[config.mk]
export PLATFORM = sky130hd
export DESIGN_NAME = l1_refill_ctrl_flat
export DESIGN_NICKNAME = d
export VERILOG_FILES = /design/src/rtl/l1_pkg.sv /design/src/rtl/l1_refill_ctrl_if.sv /design/src/rtl/l1_refill_ctrl.sv /design/src/flat_wrapper.sv
export SDC_FILE = /design/constraint.sdc
export NUM_CORES = 1
export LEC_CHECK = 0
export CAP_MARGIN = 20
export CORE_ASPECT_RATIO = 0.7
export CORE_MARGIN = 8
export CORE_UTILIZATION = 39
export DETAILED_ROUTE_END_ITERATION = 6
export PLACE_DENSITY = 0.92
export SLEW_MARGIN = 10
export SYNTH_ARGS = -nofsm -noshare
export SYNTH_HDL_FRONTEND = slang
export SYNTH_SLANG_ARGS = --single-unit
[constraint.sdc]
create_clock -name clk -period 1.83 [get_ports clk]
set_input_delay 0.183 -clock clk [delete_from_list [all_inputs] [get_ports clk]]
set_output_delay 0.183 -clock clk [all_outputs]
set_load 0.005 [all_outputs]
[src/rtl/l1_pkg.sv]
// Shared types and derived widths for the L1 refill controller.
package l1_pkg;

    localparam int unsigned L1_WAY_NUM     = 4;
    localparam int unsigned CORE_IDX_WIDTH = 6;
    localparam int unsigned L1_TAG_W       = 22;
    localparam int unsigned L1_BEATS       = 4;
    localparam int unsigned L1_DATA_W      = 32;
    localparam int unsigned L1_BEAT_W      = $clog2(L1_BEATS);
    localparam int unsigned L1_ADDR_W      = L1_TAG_W + CORE_IDX_WIDTH + L1_BEAT_W + 2;

    typedef enum logic [2:0] {
        StIdle,
        StWbRd,
        StWbReq,
        StRfReq,
        StRfWait,
        StUpd,
        StDone
    } state_e;

    // Byte address of one beat: {tag, idx, beat, 2'b00}. Widths are passed in so any
    // parameterisation can share it; the caller truncates to its own address width.
    function automatic logic [63:0] line_addr(input logic [63:0]   tag,
                                              input logic [63:0]   idx,
                                              input logic [63:0]   beat,
                                              input int unsigned   idx_w,
                                              input int unsigned   beat_w);
        return (tag << (idx_w + beat_w + 2)) | (idx << (beat_w + 2)) | (beat << 2);
    endfunction

endpackage

[src/rtl/l1_refill_ctrl_if.sv]
// Miss, memory, data-array and tag-array signals of the refill controller.
interface l1_refill_ctrl_if #(
    parameter int unsigned WAY_NUM = l1_pkg::L1_WAY_NUM,
    parameter int unsigned IDX_W   = l1_pkg::CORE_IDX_WIDTH,
    parameter int unsigned TAG_W   = l1_pkg::L1_TAG_W,
    parameter int unsigned BEATS   = l1_pkg::L1_BEATS,
    parameter int unsigned DATA_W  = l1_pkg::L1_DATA_W
) ();
    localparam int unsigned BEAT_W = $clog2(BEATS);
    localparam int unsigned ADDR_W = TAG_W + IDX_W + BEAT_W + 2;

    logic               miss_val;
    logic               miss_ready;
    logic [IDX_W-1:0]   miss_idx;
    logic [TAG_W-1:0]   miss_tag;
    logic [WAY_NUM-1:0] miss_way_vect;
    logic               miss_evict;
    logic               victim_dirty;
    logic [TAG_W-1:0]   victim_tag;
    logic               mem_req_val;
    logic               mem_req_ready;
    logic               mem_req_we;
    logic [ADDR_W-1:0]  mem_req_addr;
    logic [DATA_W-1:0]  mem_req_wdata;
    logic               mem_rsp_val;
    logic [DATA_W-1:0]  mem_rsp_data;
    logic               arr_en;
    logic               arr_we;
    logic [WAY_NUM-1:0] arr_way_vect;
    logic [IDX_W-1:0]   arr_idx;
    logic [BEAT_W-1:0]  arr_beat;
    logic [DATA_W-1:0]  arr_wdata;
    logic [DATA_W-1:0]  arr_rdata;
    logic               tag_we;
    logic [TAG_W-1:0]   tag_wdata;
    logic               refill_done;

    // Controller side
    modport master (
        input  miss_val, miss_idx, miss_tag, miss_way_vect, miss_evict, victim_dirty,
               victim_tag, mem_req_ready, mem_rsp_val, mem_rsp_data, arr_rdata,
        output miss_ready, mem_req_val, mem_req_we, mem_req_addr, mem_req_wdata, arr_en,
               arr_we, arr_way_vect, arr_idx, arr_beat, arr_wdata, tag_we, tag_wdata,
               refill_done
    );

    // Pipeline / memory / array side
    modport slave (
        output miss_val, miss_idx, miss_tag, miss_way_vect, miss_evict, victim_dirty,
               victim_tag, mem_req_ready, mem_rsp_val, mem_rsp_data, arr_rdata,
        input  miss_ready, mem_req_val, mem_req_we, mem_req_addr, mem_req_wdata, arr_en,
               arr_we, arr_way_vect, arr_idx, arr_beat, arr_wdata, tag_we, tag_wdata,
               refill_done
    );
endinterface

[src/rtl/l1_refill_ctrl.sv]
// L1 miss handler: optional dirty write-back, line refill, tag update, completion pulse.
module l1_refill_ctrl
    import l1_pkg::*;
#(
    parameter int unsigned WAY_NUM = L1_WAY_NUM,
    parameter int unsigned IDX_W   = CORE_IDX_WIDTH,
    parameter int unsigned TAG_W   = L1_TAG_W,
    parameter int unsigned BEATS   = L1_BEATS,
    parameter int unsigned DATA_W  = L1_DATA_W
) (
    input logic              clk,
    input logic              rst,
    l1_refill_ctrl_if.master bus
);
    localparam int unsigned BEAT_W = $clog2(BEATS);
    localparam int unsigned ADDR_W = TAG_W + IDX_W + BEAT_W + 2;

    state_e             state_q, state_d;
    logic [BEAT_W-1:0]  cnt_q, cnt_d;
    logic [IDX_W-1:0]   idx_q, idx_d;
    logic [TAG_W-1:0]   tag_q, tag_d;
    logic [TAG_W-1:0]   vtag_q, vtag_d;
    logic [WAY_NUM-1:0] way_q, way_d;
    logic [DATA_W-1:0]  wdata_q, wdata_d;
    // Set for the first WB_REQ cycle, when arr_rdata still carries the beat just read.
    logic               rd_pend_q, rd_pend_d;

    logic accept, req_hs, last_beat, rsp_wr, arr_rd;
    logic [DATA_W-1:0] wb_data;

    assign accept    = bus.miss_val && (state_q == StIdle);
    assign req_hs    = ((state_q == StWbReq) || (state_q == StRfReq)) && bus.mem_req_ready;
    assign last_beat = (cnt_q == BEAT_W'(BEATS - 1));
    assign rsp_wr    = (state_q == StRfWait) && bus.mem_rsp_val;
    assign arr_rd    = (state_q == StWbRd);
    assign wb_data   = rd_pend_q ? bus.arr_rdata : wdata_q;

    // Next-state, beat counter and miss latches.
    always_comb begin
        state_d   = state_q;
        cnt_d     = cnt_q;
        idx_d     = idx_q;
        tag_d     = tag_q;
        vtag_d    = vtag_q;
        way_d     = way_q;
        wdata_d   = wdata_q;
        rd_pend_d = 1'b0;
        unique case (state_q)
            StIdle: begin
                if (accept) begin
                    idx_d   = bus.miss_idx;
                    tag_d   = bus.miss_tag;
                    vtag_d  = bus.victim_tag;
                    way_d   = bus.miss_way_vect;
                    cnt_d   = '0;
                    state_d = (bus.miss_evict && bus.victim_dirty) ? StWbRd : StRfReq;
                end
            end
            StWbRd: begin
                rd_pend_d = 1'b1;
                state_d   = StWbReq;
            end
            StWbReq: begin
                if (rd_pend_q) begin
                    wdata_d = bus.arr_rdata;
                end
                if (req_hs) begin
                    cnt_d   = cnt_q + BEAT_W'(1);
                    state_d = last_beat ? StRfReq : StWbRd;
                end else begin
                    rd_pend_d = 1'b0;
                end
            end
            StRfReq: begin
                if (req_hs) begin
                    state_d = StRfWait;
                end
            end
            StRfWait: begin
                if (bus.mem_rsp_val) begin
                    cnt_d = cnt_q + BEAT_W'(1);
                    if (last_beat) begin
                        state_d = StUpd;
                    end
                end
            end
            StUpd:   state_d = StDone;
            StDone:  state_d = StIdle;
            default: state_d = StIdle;
        endcase
    end

    // Controller state register with synchronous reset.
    always_ff @(posedge clk) begin
        if (rst) begin
            state_q   <= StIdle;
            cnt_q     <= '0;
            idx_q     <= '0;
            tag_q     <= '0;
            vtag_q    <= '0;
            way_q     <= '0;
            wdata_q   <= '0;
            rd_pend_q <= 1'b0;
        end else begin
            state_q   <= state_d;
            cnt_q     <= cnt_d;
            idx_q     <= idx_d;
            tag_q     <= tag_d;
            vtag_q    <= vtag_d;
            way_q     <= way_d;
            wdata_q   <= wdata_d;
            rd_pend_q <= rd_pend_d;
        end
    end

    // Outputs decode from registered state; only the refill write follows mem_rsp_val.
    always_comb begin
        bus.miss_ready    = (state_q == StIdle);
        bus.mem_req_val   = (state_q == StWbReq) || (state_q == StRfReq);
        bus.mem_req_we    = (state_q == StWbReq);
        bus.mem_req_addr  = '0;
        bus.mem_req_wdata = '0;
        if (state_q == StWbReq) begin
            bus.mem_req_addr  = ADDR_W'(line_addr(64'(vtag_q), 64'(idx_q), 64'(cnt_q),
                                                  IDX_W, BEAT_W));
            bus.mem_req_wdata = wb_data;
        end else if (state_q == StRfReq) begin
            bus.mem_req_addr  = ADDR_W'(line_addr(64'(tag_q), 64'(idx_q), 64'd0,
                                                  IDX_W, BEAT_W));
        end
        bus.arr_en       = arr_rd || rsp_wr;
        bus.arr_we       = rsp_wr;
        bus.arr_way_vect = bus.arr_en ? way_q : '0;
        bus.arr_idx      = bus.arr_en ? idx_q : '0;
        bus.arr_beat     = bus.arr_en ? cnt_q : '0;
        bus.arr_wdata    = rsp_wr ? bus.mem_rsp_data : '0;
        bus.tag_we       = (state_q == StUpd);
        bus.tag_wdata    = (state_q == StUpd) ? tag_q : '0;
        bus.refill_done  = (state_q == StDone);
    end

    // Protocol checks on the environment and on the request channel.
    a_rsp_in_wait: assert property (@(posedge clk) disable iff (rst)
        bus.mem_rsp_val |-> (state_q == StRfWait));
    a_way_onehot: assert property (@(posedge clk) disable iff (rst)
        accept |-> $onehot(bus.miss_way_vect));
    a_req_hold: assert property (@(posedge clk) disable iff (rst)
        (bus.mem_req_val && !bus.mem_req_ready) |=>
        (bus.mem_req_val && $stable(bus.mem_req_addr) && $stable(bus.mem_req_wdata)));

endmodule

[src/flat_wrapper.sv]
// flat-port wrapper written by rule: the top's interface ports become plain ports
module l1_refill_ctrl_flat import l1_pkg::*;
#(
    parameter int unsigned WAY_NUM = L1_WAY_NUM,
    parameter int unsigned IDX_W   = CORE_IDX_WIDTH,
    parameter int unsigned TAG_W   = L1_TAG_W,
    parameter int unsigned BEATS   = L1_BEATS,
    parameter int unsigned DATA_W  = L1_DATA_W
)
  (clk, rst, bus_miss_val, bus_miss_idx, bus_miss_tag, bus_miss_way_vect, bus_miss_evict, bus_victim_dirty, bus_victim_tag, bus_mem_req_ready, bus_mem_rsp_val, bus_mem_rsp_data, bus_arr_rdata, bus_miss_ready, bus_mem_req_val, bus_mem_req_we, bus_mem_req_addr, bus_mem_req_wdata, bus_arr_en, bus_arr_we, bus_arr_way_vect, bus_arr_idx, bus_arr_beat, bus_arr_wdata, bus_tag_we, bus_tag_wdata, bus_refill_done);
  l1_refill_ctrl_if #(.WAY_NUM(WAY_NUM), .IDX_W(IDX_W), .TAG_W(TAG_W), .BEATS(BEATS), .DATA_W(DATA_W)) bus_i ();
  input logic clk;
  input logic rst;
  input wire logic [$bits(bus_i.miss_val)-1:0] bus_miss_val;
  input wire logic [$bits(bus_i.miss_idx)-1:0] bus_miss_idx;
  input wire logic [$bits(bus_i.miss_tag)-1:0] bus_miss_tag;
  input wire logic [$bits(bus_i.miss_way_vect)-1:0] bus_miss_way_vect;
  input wire logic [$bits(bus_i.miss_evict)-1:0] bus_miss_evict;
  input wire logic [$bits(bus_i.victim_dirty)-1:0] bus_victim_dirty;
  input wire logic [$bits(bus_i.victim_tag)-1:0] bus_victim_tag;
  input wire logic [$bits(bus_i.mem_req_ready)-1:0] bus_mem_req_ready;
  input wire logic [$bits(bus_i.mem_rsp_val)-1:0] bus_mem_rsp_val;
  input wire logic [$bits(bus_i.mem_rsp_data)-1:0] bus_mem_rsp_data;
  input wire logic [$bits(bus_i.arr_rdata)-1:0] bus_arr_rdata;
  output wire logic [$bits(bus_i.miss_ready)-1:0] bus_miss_ready;
  output wire logic [$bits(bus_i.mem_req_val)-1:0] bus_mem_req_val;
  output wire logic [$bits(bus_i.mem_req_we)-1:0] bus_mem_req_we;
  output wire logic [$bits(bus_i.mem_req_addr)-1:0] bus_mem_req_addr;
  output wire logic [$bits(bus_i.mem_req_wdata)-1:0] bus_mem_req_wdata;
  output wire logic [$bits(bus_i.arr_en)-1:0] bus_arr_en;
  output wire logic [$bits(bus_i.arr_we)-1:0] bus_arr_we;
  output wire logic [$bits(bus_i.arr_way_vect)-1:0] bus_arr_way_vect;
  output wire logic [$bits(bus_i.arr_idx)-1:0] bus_arr_idx;
  output wire logic [$bits(bus_i.arr_beat)-1:0] bus_arr_beat;
  output wire logic [$bits(bus_i.arr_wdata)-1:0] bus_arr_wdata;
  output wire logic [$bits(bus_i.tag_we)-1:0] bus_tag_we;
  output wire logic [$bits(bus_i.tag_wdata)-1:0] bus_tag_wdata;
  output wire logic [$bits(bus_i.refill_done)-1:0] bus_refill_done;
  assign bus_i.miss_val = bus_miss_val;
  assign bus_i.miss_idx = bus_miss_idx;
  assign bus_i.miss_tag = bus_miss_tag;
  assign bus_i.miss_way_vect = bus_miss_way_vect;
  assign bus_i.miss_evict = bus_miss_evict;
  assign bus_i.victim_dirty = bus_victim_dirty;
  assign bus_i.victim_tag = bus_victim_tag;
  assign bus_i.mem_req_ready = bus_mem_req_ready;
  assign bus_i.mem_rsp_val = bus_mem_rsp_val;
  assign bus_i.mem_rsp_data = bus_mem_rsp_data;
  assign bus_i.arr_rdata = bus_arr_rdata;
  assign bus_miss_ready = bus_i.miss_ready;
  assign bus_mem_req_val = bus_i.mem_req_val;
  assign bus_mem_req_we = bus_i.mem_req_we;
  assign bus_mem_req_addr = bus_i.mem_req_addr;
  assign bus_mem_req_wdata = bus_i.mem_req_wdata;
  assign bus_arr_en = bus_i.arr_en;
  assign bus_arr_we = bus_i.arr_we;
  assign bus_arr_way_vect = bus_i.arr_way_vect;
  assign bus_arr_idx = bus_i.arr_idx;
  assign bus_arr_beat = bus_i.arr_beat;
  assign bus_arr_wdata = bus_i.arr_wdata;
  assign bus_tag_we = bus_i.tag_we;
  assign bus_tag_wdata = bus_i.tag_wdata;
  assign bus_refill_done = bus_i.refill_done;
  l1_refill_ctrl #(.WAY_NUM(WAY_NUM), .IDX_W(IDX_W), .TAG_W(TAG_W), .BEATS(BEATS), .DATA_W(DATA_W)) u_core (.clk(clk), .rst(rst), .bus(bus_i));
endmodule
==> metrics.md <==
| Metric | Value |
|---|---|
| Sw Ratio | 27.1% |
| Final Skew | 7.78 ps |
| Layout Cells excl Fill | 1047 |
| # fillers | 980 |
| FF+latch count, synth | 92 |
| Worst skew pair latency | 330 ps |
| Final Critical Period | 2050 ps |
| Detail Route Antenna Nets | 0 |
| Cells after Synth | 626 |
| R2R cell count | 5 |
| GP Congestion | 0.809 |
| Yosys cell types | 35 |
| DR iter-0 viols | 259 |
| Post-synth EDFFs | 0 |
| Initial core utilization | 40.0% |
| DP Wirelength | 13200 um |
| Leak pwr | 3.35 nW |
| Status | finished with violations |
| Register area | 1850 sq um |
| Seq pwr share | 42.8% |
| # hold bufs at CTS | 0 |
| Num rows | 33 |
| WP data arrival | 1860 ps |
| Hold Worst Slack | 183 ps |
| HP Class | input port to register |
| Port bufs | 259 |
| Critical path cell sequence | nand2b_1 -> a21oi_2 -> buf_6 -> and2_1 -> clkdlybuf4s50_1 |
| Diode count | 0 |
| Main synth FF type | dfxtp_1 |
| Final Hold Viols | 0 |
| Max-slew violation count | 0 |
| Clk Tree Root Cell | clkbuf_16 |
| Power Internal | 0.00376 W |
| Asr flop ratio synth | 0% |
| CTS H-tree depth | 3 |
| Finish-stage setup viols | 79 |
| Final nets | 1012 |
| Final WS setup | -216 ps |
| Vias per inst | 4.92 |
| Synth warn | 0 |
| Failing checks | setup timing |
| I/O pin total | 262 |
| Tcrit/Tclk final | 112% |
| Core Util, Final | 68.3% |
| Number of remaining DRC errors | 0 |
| Crit-path slowest cell | clkdlybuf4s50_1 |
| Sequential area share after synthesis | 39.3% |
| Clock Sinks | 92 |
| Combinational power share | 24.5% |
| Total core area | 11700 sq um |
| Initial antenna violation count | 0 |
| Nature of the critical path startpoint | register |
| Synth-to-layout area growth | 70.6% |
| Worst setup path end | bus_arr_way_vect[0] |
| Vert. Die Dim | 108 um |
| R2R Setup Slk | 60 ps |
| Crit. End Element | output port |
| CP required | 1650 ps |
| First-pass GRT wire length | 26300 um |
| DR WL/cell | 17.2 um |
| Die Footprint | 15800 sq um |
| Kind of cell adding the most delay to the critical path | buffers and inverters |
| Via count | 5147 |
| Synthesized area per cell | 7.49 sq um |
| Pre-Repair DR Iteration Count | 5 |
| CP Class | register to output port |
| Total power | 0.00516 W |
| Worst path bufs/invs | 2 |
| CTS buffer count | 9 |
| Synth Cell Area | 4690 sq um |
| Psw | 0.00140 W |
| Pin count of the biggest net entering global routing | 55 |
| Area of the multi-input gates | 2650 sq um |
| Max VDD drop | 0.455 mV |
| R2R Path End | u_core.vtag_q[16]$_SDFFE_PP0P_ |
| Fmax achieved | 489 MHz |
| Critical path startpoint | u_core.state_q[2]$_SDFFE_PP0P_ |
| Vias in the first global route | 4917 |
| Unrepaired setup endpoints after global routing | yes |
| GRT Overall Usage | 20.6% |
| WP depth | 5 |
| Longest Clk Path Bufs | 2 |
| Placed Instances | 1016 |
| Layout cell share with drive strength beyond 1 | 14.2% |
| Total of max-cap violations | 0 |
| TritonCTS clock tree | done |
| Clk pwr share | 32.8% |
| Critical path fanouts, max | 10 |
| Clock slew at reported path FFs | 60 ps |
| Final wirelength | 18100 um |
| Overflow after GRT | 0 |
| Largest stage delay, worst path | 500 ps |
| Reg2Reg Launch Point | u_core.state_q[1]$_SDFFE_PP0P_ |
| Power Dens Cells | 645 nW/um^2 |
| Die width | 147 um |
==> cells in the mapped netlist, types with 2 or more instances <==
cell type | count | area (sq um)
nand2b_1 | 3 | 18.8
nand2_1 | 174 | 653
buf_2 | 16 | 80.1
nor2_1 | 57 | 214
clkbuf_1 | 28 | 105
nor3b_1 | 2 | 15.0
a22o_1 | 2 | 17.5
nor3_1 | 3 | 15.0
and2_1 | 72 | 450
buf_4 | 2 | 15.0
inv_1 | 3 | 11.3
and3_1 | 3 | 18.8
buf_6 | 6 | 67.6
mux2i_1 | 54 | 541
dfxtp_1 | 92 | 1840
nand3b_1 | 2 | 15.0
a21oi_1 | 89 | 445
==> worst register-to-register path: stages, from the launching register on <==
cell     delay [ps]
dfxtp_2         360
buf_4           190
or4b_2          660
buf_12          220
nand2_1         150
a21oi_1          70
==> sequential cells by signal, summed over array words and instances (netlist names) <==
signal,flops
u_core.way_q,4
u_core.tag_q,22
u_core.wdata_q,32
u_core.vtag_q,22
u_core.cnt_q,2
u_core.rd_pend_q,1
u_core.idx_q,6
u_core.state_q,3
==> worst min-delay path by stage <==
stage | start | end | slack (ps) | cells past startpoint
after floorplan | bus_miss_way_vect[0] | u_core.way_q[0]$_SDFFE_PP0P_ | 320 | 2
after global placement | u_core.wdata_q[7]$_SDFFE_PP0P_ | u_core.wdata_q[7]$_SDFFE_PP0P_ | 440 | 2
after detailed placement | u_core.wdata_q[7]$_SDFFE_PP0P_ | u_core.wdata_q[7]$_SDFFE_PP0P_ | 450 | 2
after CTS | rst | u_core.state_q[1]$_SDFFE_PP0P_ | 160 | 2
after global routing | rst | u_core.state_q[1]$_SDFFE_PP0P_ | 180 | 2
final | rst | u_core.state_q[2]$_SDFFE_PP0P_ | 180 | 2
==> power by group through the flow <==
stage	Combinational [W]	Clock, W	Sequential [W]
2_1_floorplan	0.000589	0	0.00221
3_3_place_gp	0.00116	0	0.00225
6_report	0.00126	0.00169	0.00221
5_1_grt	0.00137	0.00182	0.00222
4_1_cts	0.00118	0.00174	0.00220
3_5_place_dp	0.00118	0	0.00225
==> per-stage QoR <==
stage | setup TNS (ps) | cell area [sq um] | setup WS, ps
2_1_floorplan | 0 | 4690 | 381
3_3_place_gp | -5330 | 7540 | -177
3_5_place_dp | -7300 | 7540 | -213
4_1_cts | -7400 | 7760 | -235
5_1_grt | -12360 | 8000 | -311
6_report | -6550 | 8000 | -216
==> routing by layer <==
layer | vias to the layer above | GRT usage (%) | part of all wire [%]
met4 | 0 | 5.58 | 2.2
met3 | 28 | 7.35 | 8.0
met2 | 213 | 37.3 | 51
met1 | 2362 | 22.5 | 39
li1 | 2544 | - | -
met5 | - | 0 | 0
==> logic make-up after synthesis <==
group / count (synthesis) / synth area share [%]
buf+inv: 56 / 6.03
mux: 55 / 11.8
flops: 92 / 39.3
xor+xnor: 1 / 0.187
fa+ha+maj: 1 / 0.267
other cells: 1 / 0.0799
simple gates: 323 / 31.6
compound gates: 97 / 10.9
==> what timing repair did <==
item | 4_1_cts | 5_1_grt
hold endpoints to repair | 0 | 0
pin swaps | 1 | 3
setup endpoints to repair | 134 | 78
gates resized for setup | 101 | 144
cloned | 0 | 6
buffers inserted | 2 | 8
==> layout make-up <==
cell class | count | share of cell area (%)
clock buffers | 11 | 3.03
clock inverters | 4 | 0.328
multi-input cells | 479 | 33.2
inverters | 3 | 0.172
repair buffers | 301 | 37.7
flip-flops and latches | 92 | 23.1
well taps | 157 | 2.45
==> cells in the final DEF, fill, tap and decap left out, types with 3 or more instances in the layout <==
cell             synthesis  final
dfxtp_1                 92     88
clkbuf_16                0     15
and2_1                  72     59
mux2i_1                 54     52
buf_2                   16     17
a21oi_1                 89     88
and2_4                   0     13
dlygate4sd2_1            0     43
buf_12                   0     11
nor3_1                   3      3
buf_6                    6     16
clkdlybuf4s50_1          0    166
clkbuf_2                 0      9
nor2_1                  57     55
nand2_1                174    174
and3_1                   3      3
dlymetal6s2s_1           0      9
buf_4                    2     22
Note: power is estimated with default switching activity, not from simulation.
